$ cat config.mk
export PLATFORM = sky130hd
export DESIGN_NAME = interrupt_test_sequencer
export DESIGN_NICKNAME = d
export VERILOG_FILES = /design/src/rtl/interrupt_test_sequencer.sv
export SDC_FILE = /design/constraint.sdc
export NUM_CORES = 1
export LEC_CHECK = 0
export CORE_MARGIN = 2
export CORE_UTILIZATION = 45
export DETAILED_ROUTE_END_ITERATION = 8
export PLACE_DENSITY = 0.68
export SYNTH_ARGS = -nofsm -noshare
export SYNTH_HDL_FRONTEND = slang
export SYNTH_SLANG_ARGS = --single-unit
$ cat constraint.sdc
create_clock -name CLK -period 3 [get_ports CLK]
set_clock_uncertainty 0.05 [all_clocks]
set_input_delay 0.6 -clock CLK [delete_from_list [all_inputs] [get_ports CLK]]
set_output_delay 0.6 -clock CLK [all_outputs]
set_load 0.01 [all_outputs]
$ cat src/rtl/interrupt_test_sequencer.sv
// rtl/interrupt_test_sequencer.sv - arms the interrupt checker, waits a window, grades the result.
// Optional INTSEQ_EARLY_EXIT_EN: leave the window as soon as an expected transition is seen.
module interrupt_test_sequencer #(
    parameter int WINDOW_W   = 16,
    parameter int CNT_W      = 8,
    parameter int HS_TIMEOUT = 8
) (
    input  logic                CLK,
    input  logic                RST,
    input  logic                TEST_START,
    input  logic [WINDOW_W-1:0] WINDOW_CYCLES,
    input  logic                EXPECT_INIT_STATE,
    input  logic                EXPECT_TRANSITION,
    output logic                CHK_START,
    input  logic                CHK_BUSY,
    input  logic                CHK_INIT_STATE,
    input  logic                CHK_TRANSITION,
    output logic                TEST_BUSY,
    output logic                TEST_DONE,
    output logic                TEST_PASS,
    output logic [1:0]          FAIL_CODE,
    output logic [CNT_W-1:0]    PASS_COUNT,
    output logic [CNT_W-1:0]    FAIL_COUNT
);

    typedef enum logic [2:0] {
        S_IDLE,
        S_ARM,
        S_WAIT_CHK,
        S_WINDOW,
        S_EVAL
    } state_t;

    localparam logic [7:0] HS_LAST = 8'(HS_TIMEOUT - 1);

    state_t              state;
    state_t              state_d;
    logic [WINDOW_W-1:0] win_len;
    logic [WINDOW_W-1:0] win_cnt;
    logic                exp_init;
    logic                exp_trans;
    logic                seen_busy;
    logic [7:0]          hs_cnt;
    logic                timed_out;
    logic                hs_expired;
    logic [1:0]          eval_code;

    always_ff @(posedge CLK) begin
        if (RST) begin
            state <= S_IDLE;
        end else begin
            state <= state_d;
        end
    end

    always_comb begin
        state_d    = state;
        hs_expired = 1'b0;
        case (state)
            S_IDLE: begin
                if (TEST_START) begin
                    state_d = S_ARM;
                end
            end
            S_ARM: begin
                state_d = S_WAIT_CHK;
            end
            S_WAIT_CHK: begin
                // Completion wins over a timeout landing on the same cycle.
                if (seen_busy && !CHK_BUSY) begin
                    state_d = S_WINDOW;
                end else if (hs_cnt == HS_LAST) begin
                    state_d    = S_EVAL;
                    hs_expired = 1'b1;
                end
            end
            S_WINDOW: begin
                if (win_cnt == '0) begin
                    state_d = S_EVAL;
                end
`ifdef INTSEQ_EARLY_EXIT_EN
                else if (CHK_TRANSITION && exp_trans) begin
                    state_d = S_EVAL;
                end
`endif
            end
            S_EVAL: begin
                state_d = S_IDLE;
            end
            default: begin
                state_d = S_IDLE;
            end
        endcase
    end

    always_comb begin
        eval_code = 2'd0;
        if (timed_out) begin
            eval_code = 2'd3;
        end else if (CHK_INIT_STATE != exp_init) begin
            eval_code = 2'd1;
        end else if (CHK_TRANSITION != exp_trans) begin
            eval_code = 2'd2;
        end
    end

    always_ff @(posedge CLK) begin
        if (RST) begin
            win_len    <= '0;
            win_cnt    <= '0;
            exp_init   <= 1'b0;
            exp_trans  <= 1'b0;
            seen_busy  <= 1'b0;
            hs_cnt     <= 8'd0;
            timed_out  <= 1'b0;
            TEST_DONE  <= 1'b0;
            TEST_PASS  <= 1'b0;
            FAIL_CODE  <= 2'd0;
            PASS_COUNT <= '0;
            FAIL_COUNT <= '0;
        end else begin
            TEST_DONE <= 1'b0;
            case (state)
                S_ARM: begin
                    win_len   <= WINDOW_CYCLES;
                    exp_init  <= EXPECT_INIT_STATE;
                    exp_trans <= EXPECT_TRANSITION;
                    seen_busy <= 1'b0;
                    hs_cnt    <= 8'd0;
                    timed_out <= 1'b0;
                end
                S_WAIT_CHK: begin
                    if (CHK_BUSY) begin
                        seen_busy <= 1'b1;
                    end
                    hs_cnt <= hs_cnt + 8'd1;
                    if (hs_expired) begin
                        timed_out <= 1'b1;
                    end
                    if (state_d == S_WINDOW) begin
                        win_cnt <= win_len;
                    end
                end
                S_WINDOW: begin
                    if (win_cnt != '0) begin
                        win_cnt <= win_cnt - 1'b1;
                    end
                end
                S_EVAL: begin
                    // Tallies move on the same edge that raises TEST_DONE.
                    TEST_DONE <= 1'b1;
                    TEST_PASS <= (eval_code == 2'd0);
                    FAIL_CODE <= eval_code;
                    if (eval_code == 2'd0) begin
                        if (PASS_COUNT != '1) begin
                            PASS_COUNT <= PASS_COUNT + 1'b1;
                        end
                    end else if (FAIL_COUNT != '1) begin
                        FAIL_COUNT <= FAIL_COUNT + 1'b1;
                    end
                end
                default: begin
                end
            endcase
        end
    end

    assign CHK_START = (state == S_ARM);
    assign TEST_BUSY = (state != S_IDLE);

endmodule

---- Yosys cells after proc, flatten, opt, wreduce, memory -nomap -nowiden ----
Cells that the tools add are included.
operators by class
  add/sub/neg operators ................... 4
  equality and inequality tests ........... 14
  muxes and demuxes ....................... 20
  bitwise logic cells ..................... 1
  reductions and logical operators ........ 14
operators with widths
  operator                                                                number
  16-bit 2-to-1 mux                                                       2
  16-bit case mux with 2 select lines                                     1
  8-bit by 1-bit adder with 8-bit output (second input constant)          3
  16-bit logical NOT                                                      1
  8-bit != test (second input constant)                                   2
  8-bit case mux with 2 select lines                                      1
  16-bit nonzero test                                                     1
  16-bit by 1-bit subtractor with 16-bit output (second input constant)   1
  3-bit 2-to-1 mux                                                        4
  3-bit case mux with 4 select lines                                      1
  3-bit by 2-bit equality test with 1-bit output (second input constant)  3
  3-bit AND reduction                                                     3
  8-bit by 3-bit equality test with 1-bit output (second input constant)  1
  2-bit != test (second input constant)                                   4
  1-bit 2-to-1 mux                                                        6
  2-bit 2-to-1 mux                                                        3
  1-bit case mux with 2 select lines                                      2
  2-bit AND reduction                                                     2
  2-bit nonzero test                                                      2
  3-bit by 1-bit equality test with 1-bit output (second input constant)  1
  3-bit equality test (second input constant)                             1
  3-bit logical NOT                                                       1
  3-bit nonzero test                                                      1
  2-bit logical NOT                                                       1
  other kinds (4)                                                         5
word-level totals
  register bits ........................... 67
  output and inout bits ................... 22
  logic and storage cells ................. 66

---- Depth between registers and ports, before layout ----
Gate-level depths: netlist of run 1.
  depth after elaboration ................. 7
  gate-level depth with buffers ........... 9
  depth with buffers taken out ............ 7

---- Least setup slack after synthesis of run 1 ----
No wires, ideal clock.
  kind .................................... register to register
  start point ............................. reg win_cnt[0]
  end point ............................... reg win_cnt[0]
  setup time .............................. 0.122 ns
  arrival time ............................ 2.097 ns
  data required time ...................... 2.828 ns
  setup slack ............................. 0.731 ns
  cell stages (with the launch flop) ...... 9
  buffers on the path ..................... 1
  clock period less this slack ............ 2.269 ns
  path through ............................ dfxtp_1 inv_1 ha_1 or3b_1 clkbuf_1 or3_1 or2_2 a221o_1 o311a_1
between the ends
  longest elaborated chain between the ends .. 6
RTL lines
  what                                            RTL line  RTL
  from (decl)                                     39        logic [WINDOW_W-1:0] win_cnt;
  from (signal assigned)                          141       win_cnt <= win_len;
  from (signal assigned)                          146       win_cnt <= win_cnt - 1'b1;
  16-bit logical NOT                              78        if (win_cnt == '0) begin
  3-bit 2-to-1 mux                                78
  3-bit case mux with 4 select lines              59        case (state)
  3-bit by 2-bit equality test with 1-bit output  140       if (state_d == S_WINDOW) begin
  2-bit != test (no source line)                  -
  3-bit AND reduction (no source line)            -
Parallel ways exist; a longest one is shown, timed or not. The select of a mux whose other input is x is not followed.
A chain may end at the register's enable or synchronous reset.

---- Worst setup path after layout of run 1 ----
Ends and elaborated chain as after synthesis.

==> metrics.txt, run 1 <==
number of sinks handled by clock tree synthesis 67; global-route wire length before repair 13000 um; number of buffers and inverters on the critical path 1; pin count of the biggest net entering global routing 33; part of the Yosys area used for sequential elements 42.3%; average footprint of a synthesized cell 7.84 um^2; worst r2r src win_cnt[0]; area enclosed by the die boundary 7740 um^2; filler instances 642; vias in the first global route 2731; final wirelength 7650 um; Sequential cell area 1340 um^2; smallest setup slack after layout 580 ps; Reg-to-Reg End win_cnt[0]; max-capacitance violation count 0; share of post-route cells with drive strength above 1 8.46%; via count normalized by instance count 5.48; required time reported for the critical path endpoint 3180 ps; worst hold path startpoint win_len[10]; number of synthesis warnings 0; switching part of the total 23.2%; CTS H-tree depth 3; CTS hold repair buffers 0; number of failing hold endpoints at the final stage 0; library cell contributing the largest single delay on the critical path or3b_1; port bufs 45; most used routing layer met2; Post-CTS Setup Repair Bufs 0; Diodes inserted 0; setup violators final 0; total of flip-flops plus latches after synthesis 67; number of vias in the routed layout 2986; die span in y 88.0 um; iteration-0 DRC count of the detailed router 156; wire per inst 14.0 um; largest delay contributor family on the critical path simple AND/OR/NAND/NOR gates; Mapped Cells 405; Congestion Overflow GR 0; count of boundary I/O pins 46; post-placement worst setup slack 354 ps; area of the multi-input gates 1710 um^2; kind of critical path flop to flop; Hold Path Depth 2; clock network power share 44.5%; register clock-pin slew on the reported worst setup and hold paths 70 ps; remaining max-slew budget at the tightest pin 32.9%; final count of pins violating max slew 0; worst-case hold path end point win_len[10]; grt met1 use 28.1%; number of antenna violations at the first check in global routing 0; final net count 472; Syn Std Cell Area 3170 um^2; Setup TNS 0 ps; transition at the pin with the smallest max-transition slack 1000 ps; power density cells 486 nW/um^2; post-synthesis to final-layout area growth 23.5%; peak supply drop 300 uV; NetSw 442 uW; Floorplan Core Area 6790 um^2; proportion of synthesized flip-flops having asynchronous set or reset 0%; share of power burned in combinational logic 7.2%; nets in the synthesized netlist 433; peak clock frequency supported by timing 0.413 GHz; CTS Buf Count 9; grt met3 use 7.35%; post-route DRC violation count 0; number of cell rows 30; maximum fanout along the worst path 8; leakage power summed over all cells 0.00130 uW; placer congestion estimate 0.887; Worst Reg2Reg Path Length in Cells 7; drt first pass iters 4; count of cell types in the netlist 46; CTS resizes 0; internal power 1460 uW; Max clock buf depth 2; RSZ-0062 raised after global routing no; TritonCTS clock tree built; capturing element type of the critical path flop; CP Cell Sequence inv_1, ha_1, or3b_1, or3_1, or2_2, a221o_1, o311a_1; EDFF count, synth 0; arrival time reported for the critical path endpoint 2600 ps; top_reg_cell synth dfxtp_1; clock tree root driver cell clkbuf_8; effective utilization at floorplan 46.7%; maximum cell stage delay along the critical path 490 ps; Antenna Nets Post-Route 0; run status finished clean; met2 routing resource usage after global routing 34.4%; final clock period utilization by the worst path 80.7%; Reg2Reg Setup Slack 580 ps; die width 88.0 um; clock period minus worst slack 2420 ps; GRT Resource Usage Total 21.4%; sequential share of power 48.3%; Detail Placement HPWL 5250 um; type of origin of the critical path flop; worst skew pair latency 340 ps; worst min-delay path category flop to flop
-- worst reg2reg max path: stages (launching register included) --
cell	delay, ps
dfxtp_1	340
inv_1	80
ha_1	170
or3b_1	490
or3_1	440
or2_2	320
a221o_1	320
o311a_1	120
-- how the worst max path moves through the flow --
stage | startpoint | endpoint | slack, ps | cells after the start
6_report | win_cnt[0] | win_cnt[0] | 580 | 7
5_1_grt | win_cnt[0] | win_cnt[15] | 460 | 8
4_1_cts | win_cnt[0] | win_cnt[0] | 580 | 7
3_5_place_dp | CHK_INIT_STATE | FAIL_COUNT[4] | 350 | 6
3_3_place_gp | CHK_INIT_STATE | FAIL_COUNT[0] | 400 | 6
2_1_floorplan | win_cnt[0] | win_cnt[0] | 730 | 8
-- registers in the layout, indices dropped and copies added (netlist names) --
name	flops
win_len	16
exp_init	1
FAIL_CODE	2
TEST_DONE	1
hs_cnt	8
exp_trans	1
PASS_COUNT	8
FAIL_COUNT	8
TEST_PASS	1
timed_out	1
state	3
win_cnt	16
seen_busy	1
-- synthesized netlist by cell type, types with 2 or more instances --
master,count,area (um^2)
clkbuf_1,19,71.3
nand2_1,65,244
nor2_1,44,165
or2_2,9,56.3
nand2b_1,3,18.8
xor2_1,2,17.5
nor3_1,17,85.1
a21oi_1,54,270
nand4_1,7,43.8
nor4_1,9,56.3
buf_2,4,20.0
a21o_1,3,22.5
or4_1,3,22.5
o21ai_0,15,75.1
a211o_1,2,17.5
or3_1,7,43.8
o211ai_1,2,15.0
nor3b_1,3,22.5
a31oi_1,2,12.5
xnor2_1,14,123
ha_1,4,50.1
or3b_1,3,26.3
o32ai_1,4,35.0
and3_1,2,12.5
a22oi_1,5,37.5
nand3b_1,4,30.0
inv_1,5,18.8
nand3_1,10,50.1
dfxtp_1,67,1340
-- power groups by stage --
stage                     logic [uW]  clock network, uW  registers [uW]
after floorplan                 81.4                  0             934
after global placement           137                  0             941
after detailed placement         138                  0             941
after CTS                        138                871             921
after global routing             153                907             923
final                            137                848             921
-- layer usage --
metal / up-vias / wire length [um]
met3: 7 / 434
met2: 69 / 3550
met4: 0 / 58
met5: - / 0
met1: 1398 / 3600
li1: 1512 / -
-- cells by family (layout without fill, tap and decap cells) --
kind of cell	count (synthesis)	after routing	synth area share, %
buffers and inverters	30	74	3.94
and+or+nand+nor	192	192	29.6
DFF	67	67	42.3
AOI/OAI and AO/OA	95	95	17.9
xor gates and xnor gates	16	16	4.41
muxes	1	1	0.355
adders and majority gates	4	4	1.58
-- through the flow --
stage	power (uW)	cells	utilization, %	cell area, um^2	hold slack [ps]
floorplan	1020	405	-	3170	387
global placement	1080	529	54.4	3690	395
detailed placement	1080	529	54.4	3690	401
CTS	1930	545	57.7	3920	412
global route	1980	545	57.7	3920	424
finish	1910	545	57.7	3920	407
-- cells in the final DEF (no fill, tap or decap), types with 2 or more instances in the layout --
cell,Yosys,routed
nand2_1,65,65
or3b_1,3,3
a211o_1,2,2
or2_2,9,9
o32ai_1,4,4
nor3b_1,3,3
clkdlybuf4s50_1,0,44
buf_4,0,8
bufinv_16,0,2
inv_1,5,5
nand4_1,7,7
nand2b_1,3,3
o21ai_0,15,15
nor3_1,17,17
or4_1,3,3
nor4_1,9,9
a21o_1,3,3
a21oi_1,54,54
o211ai_1,2,2
and3_1,2,2
nand3b_1,4,4
xor2_1,2,2
or3_1,7,7
dfxtp_1,67,67
a22oi_1,5,5
nand3_1,10,10
clkbuf_8,0,10
a31oi_1,2,2
ha_1,4,4
xnor2_1,14,14
nor2_1,44,44
-- cell type report --
type / instances / share of cell area [%]
Multi-Input combinational cell: 308 / 43.6
Sequential cell: 67 / 34.2
Timing Repair Buffer: 53 / 12.9
Clock buffer: 11 / 3.61
Tap cell: 96 / 3.06
Clock inverter: 5 / 2.17
Inverter: 5 / 0.479
Note: power is estimated with default switching activity, not from simulation.
==> inputs of run 2 (changes only) <==
- PLACE_DENSITY: 0.68 -> 0.71
- clock period: 3 -> 2 ns (I/O delays scaled with it)
==> run 2 against run 1 <==
Effect of this change:
- the run now ends with setup timing left
- sequential power grew 50%
- core utilization grew 6.2 points
- register-to-register slack lost 700 ps
- critical path type unchanged
- highest routed layer unchanged
==> metrics.txt, run 2 (synthesized netlist as in run 1, its figures left out) <==
NetSw 662 uW; clock network power share 46.1%; port bufs 45; kind of critical path flop to flop; share of post-route cells with drive strength above 1 20.0%; final net count 507; type of origin of the critical path flop; switching part of the total 22.1%; required time reported for the critical path endpoint 2180 ps; RSZ-0062 raised after global routing yes; final wirelength 8270 um; placer congestion estimate 0.885; vias in the first global route 2945; filler instances 587; via count normalized by instance count 5.42; most frequent cells in the layout 65 x nand2_1, 64 x dfxtp_1, 51 x a21oi_1; Hold Path Depth 2; peak supply drop 322 uV; internal power 2340 uW; post-placement worst setup slack -286 ps; clock tree root driver cell clkbuf_8; transition at the pin with the smallest max-transition slack 428 ps; number of antenna violations at the first check in global routing 0; drt first pass iters 4; clock period minus worst slack 2120 ps; Worst Reg2Reg Path Length in Cells 8; leakage power summed over all cells 0.00152 uW; Regs by FF count win_cnt: 16 flops, win_len: 16 flops; post-synthesis to final-layout area growth 36.8%; library cell contributing the largest single delay on the critical path or3b_4; die width 88.0 um; setup violators final 15; final instance area 4340 um^2; Floorplan Core Area 6790 um^2; Max clock buf depth 2; pin count of the biggest net entering global routing 31; maximum fanout along the worst path 13; number of cell rows 30; maximum cell stage delay along the critical path 380 ps; worst-case hold path end point win_len[6]; number of vias in the routed layout 3146; share of power burned in combinational logic 8.0%; wire per inst 14.3 um; smallest setup slack after layout -124 ps; iteration-0 DRC count of the detailed router 178; final count of pins violating max slew 0; placed instance area 3970 um^2; number of buffers and inverters on the critical path 2; register clock-pin slew on the reported worst setup and hold paths 70 ps; CTS hold repair buffers 0; Reg-to-Reg End win_cnt[12]; sequential share of power 45.9%; run status finished, violations left; final design utilization 63.9%; most frequent standard cell in the layout excluding fill and tap cells nand2_1; number of failing hold endpoints at the final stage 0; number of sinks handled by clock tree synthesis 67; count of boundary I/O pins 46; max-capacitance violation count 0; worst r2r src win_cnt[0]; final clock period utilization by the worst path 106%; effective utilization at floorplan 46.7%; Congestion Overflow GR 0; worst skew pair latency 330 ps; CTS Buf Count 9; Detail Placement HPWL 5700 um; CTS H-tree depth 3; TritonCTS clock tree built; violated checks setup timing; worst min-delay path category flop to flop; CP Cell Sequence inv_2, ha_4, or3b_4, or3_4, o31ai_4, buf_6, nor2_1, o21a_1; Total Power Consumption 3000 uW; worst hold path startpoint win_len[6]; power density cells 691 nW/um^2; peak clock frequency supported by timing 0.471 GHz; arrival time reported for the critical path endpoint 2310 ps; global-route wire length before repair 13500 um; largest delay contributor family on the critical path simple AND/OR/NAND/NOR gates; post-route DRC violation count 0; die span in y 88.0 um; GRT Resource Usage Total 22.0%; remaining max-slew budget at the tightest pin 71.5%; Antenna Nets Post-Route 0; area enclosed by the die boundary 7740 um^2; Diodes inserted 0; Reg2Reg Setup Slack -120 ps; capturing element type of the critical path flop
## run 2: cell count changes in the layout (fill, tap and decap cells not counted), moves of 3 or more
cell,before,now
dfxtp_2,0,3
o21ai_0,15,9
buf_4,8,39
o21ai_1,0,5
nor3_1,17,14
a21oi_1,54,51
dfxtp_1,67,64
## run 2: worst min-delay path, stage by stage (launching register included)
cell     delay [ps]
dfxtp_1         310
nand2_1          50
a21oi_1          50
## run 2: worst max-delay path by stage
| stage | cells after the start | startpoint | slack, ps | to |
|---|---|---|---|---|
| 2_1_floorplan | 9 | win_cnt[0] | -200 | win_cnt[12] |
| 3_3_place_gp | 6 | CHK_TRANSITION | -260 | PASS_COUNT[3] |
| 3_5_place_dp | 6 | CHK_TRANSITION | -290 | PASS_COUNT[3] |
| 4_1_cts | 7 | win_cnt[0] | -120 | win_cnt[0] |
| 5_1_grt | 7 | win_cnt[0] | -180 | win_cnt[0] |
| 6_report | 8 | win_cnt[0] | -120 | win_cnt[12] |
## run 2: power groups by stage
stage          clock network (uW)  logic, uW  registers [uW]
2_1_floorplan                   0        125            1400
3_3_place_gp                    0        238            1410
3_5_place_dp                    0        240            1410
4_1_cts                      1410        237            1380
5_1_grt                      1470        268            1380
6_report                     1380        242            1380
## run 2: cell type report
cell class / instances / area, um^2 / area share (%)
flip-flops and latches: 67 / 1350 / 31.0
multi-input cells: 309 / 1840 / 42.3
clock inverters: 6 / 111 / 2.56
well taps: 96 / 120 / 2.77
clock buffers: 10 / 138 / 3.17
inverters: 5 / 18.8 / 0.432
repair buffers: 87 / 771 / 17.8
## run 2: per-stage QoR
step	cells	hold slack, ps	TNS, ps
after CTS	578	412	-865
after global placement	560	397	-2560
after detailed placement	560	401	-3370
final	580	409	-1100
after global routing	580	426	-2020
after floorplan	405	387	-2670
## run 2: routing by layer
| metal | vias up | track usage [%] | routed length (um) |
|---|---|---|---|
| met5 | - | 0 | 0 |
| met4 | 0 | 7.55 | 41 |
| met3 | 4 | 3.68 | 406 |
| met2 | 78 | 36.4 | 4070 |
| met1 | 1486 | 29.1 | 3750 |
| li1 | 1578 | - | - |
## run 2: timing repair
| action | CTS | global route |
|---|---|---|
| setup endpoints to repair | 18 | 18 |
| cloned | 1 | 1 |
| setup buffers | 1 | 1 |
| gates resized for setup | 18 | 17 |
| pin swaps | 5 | 6 |
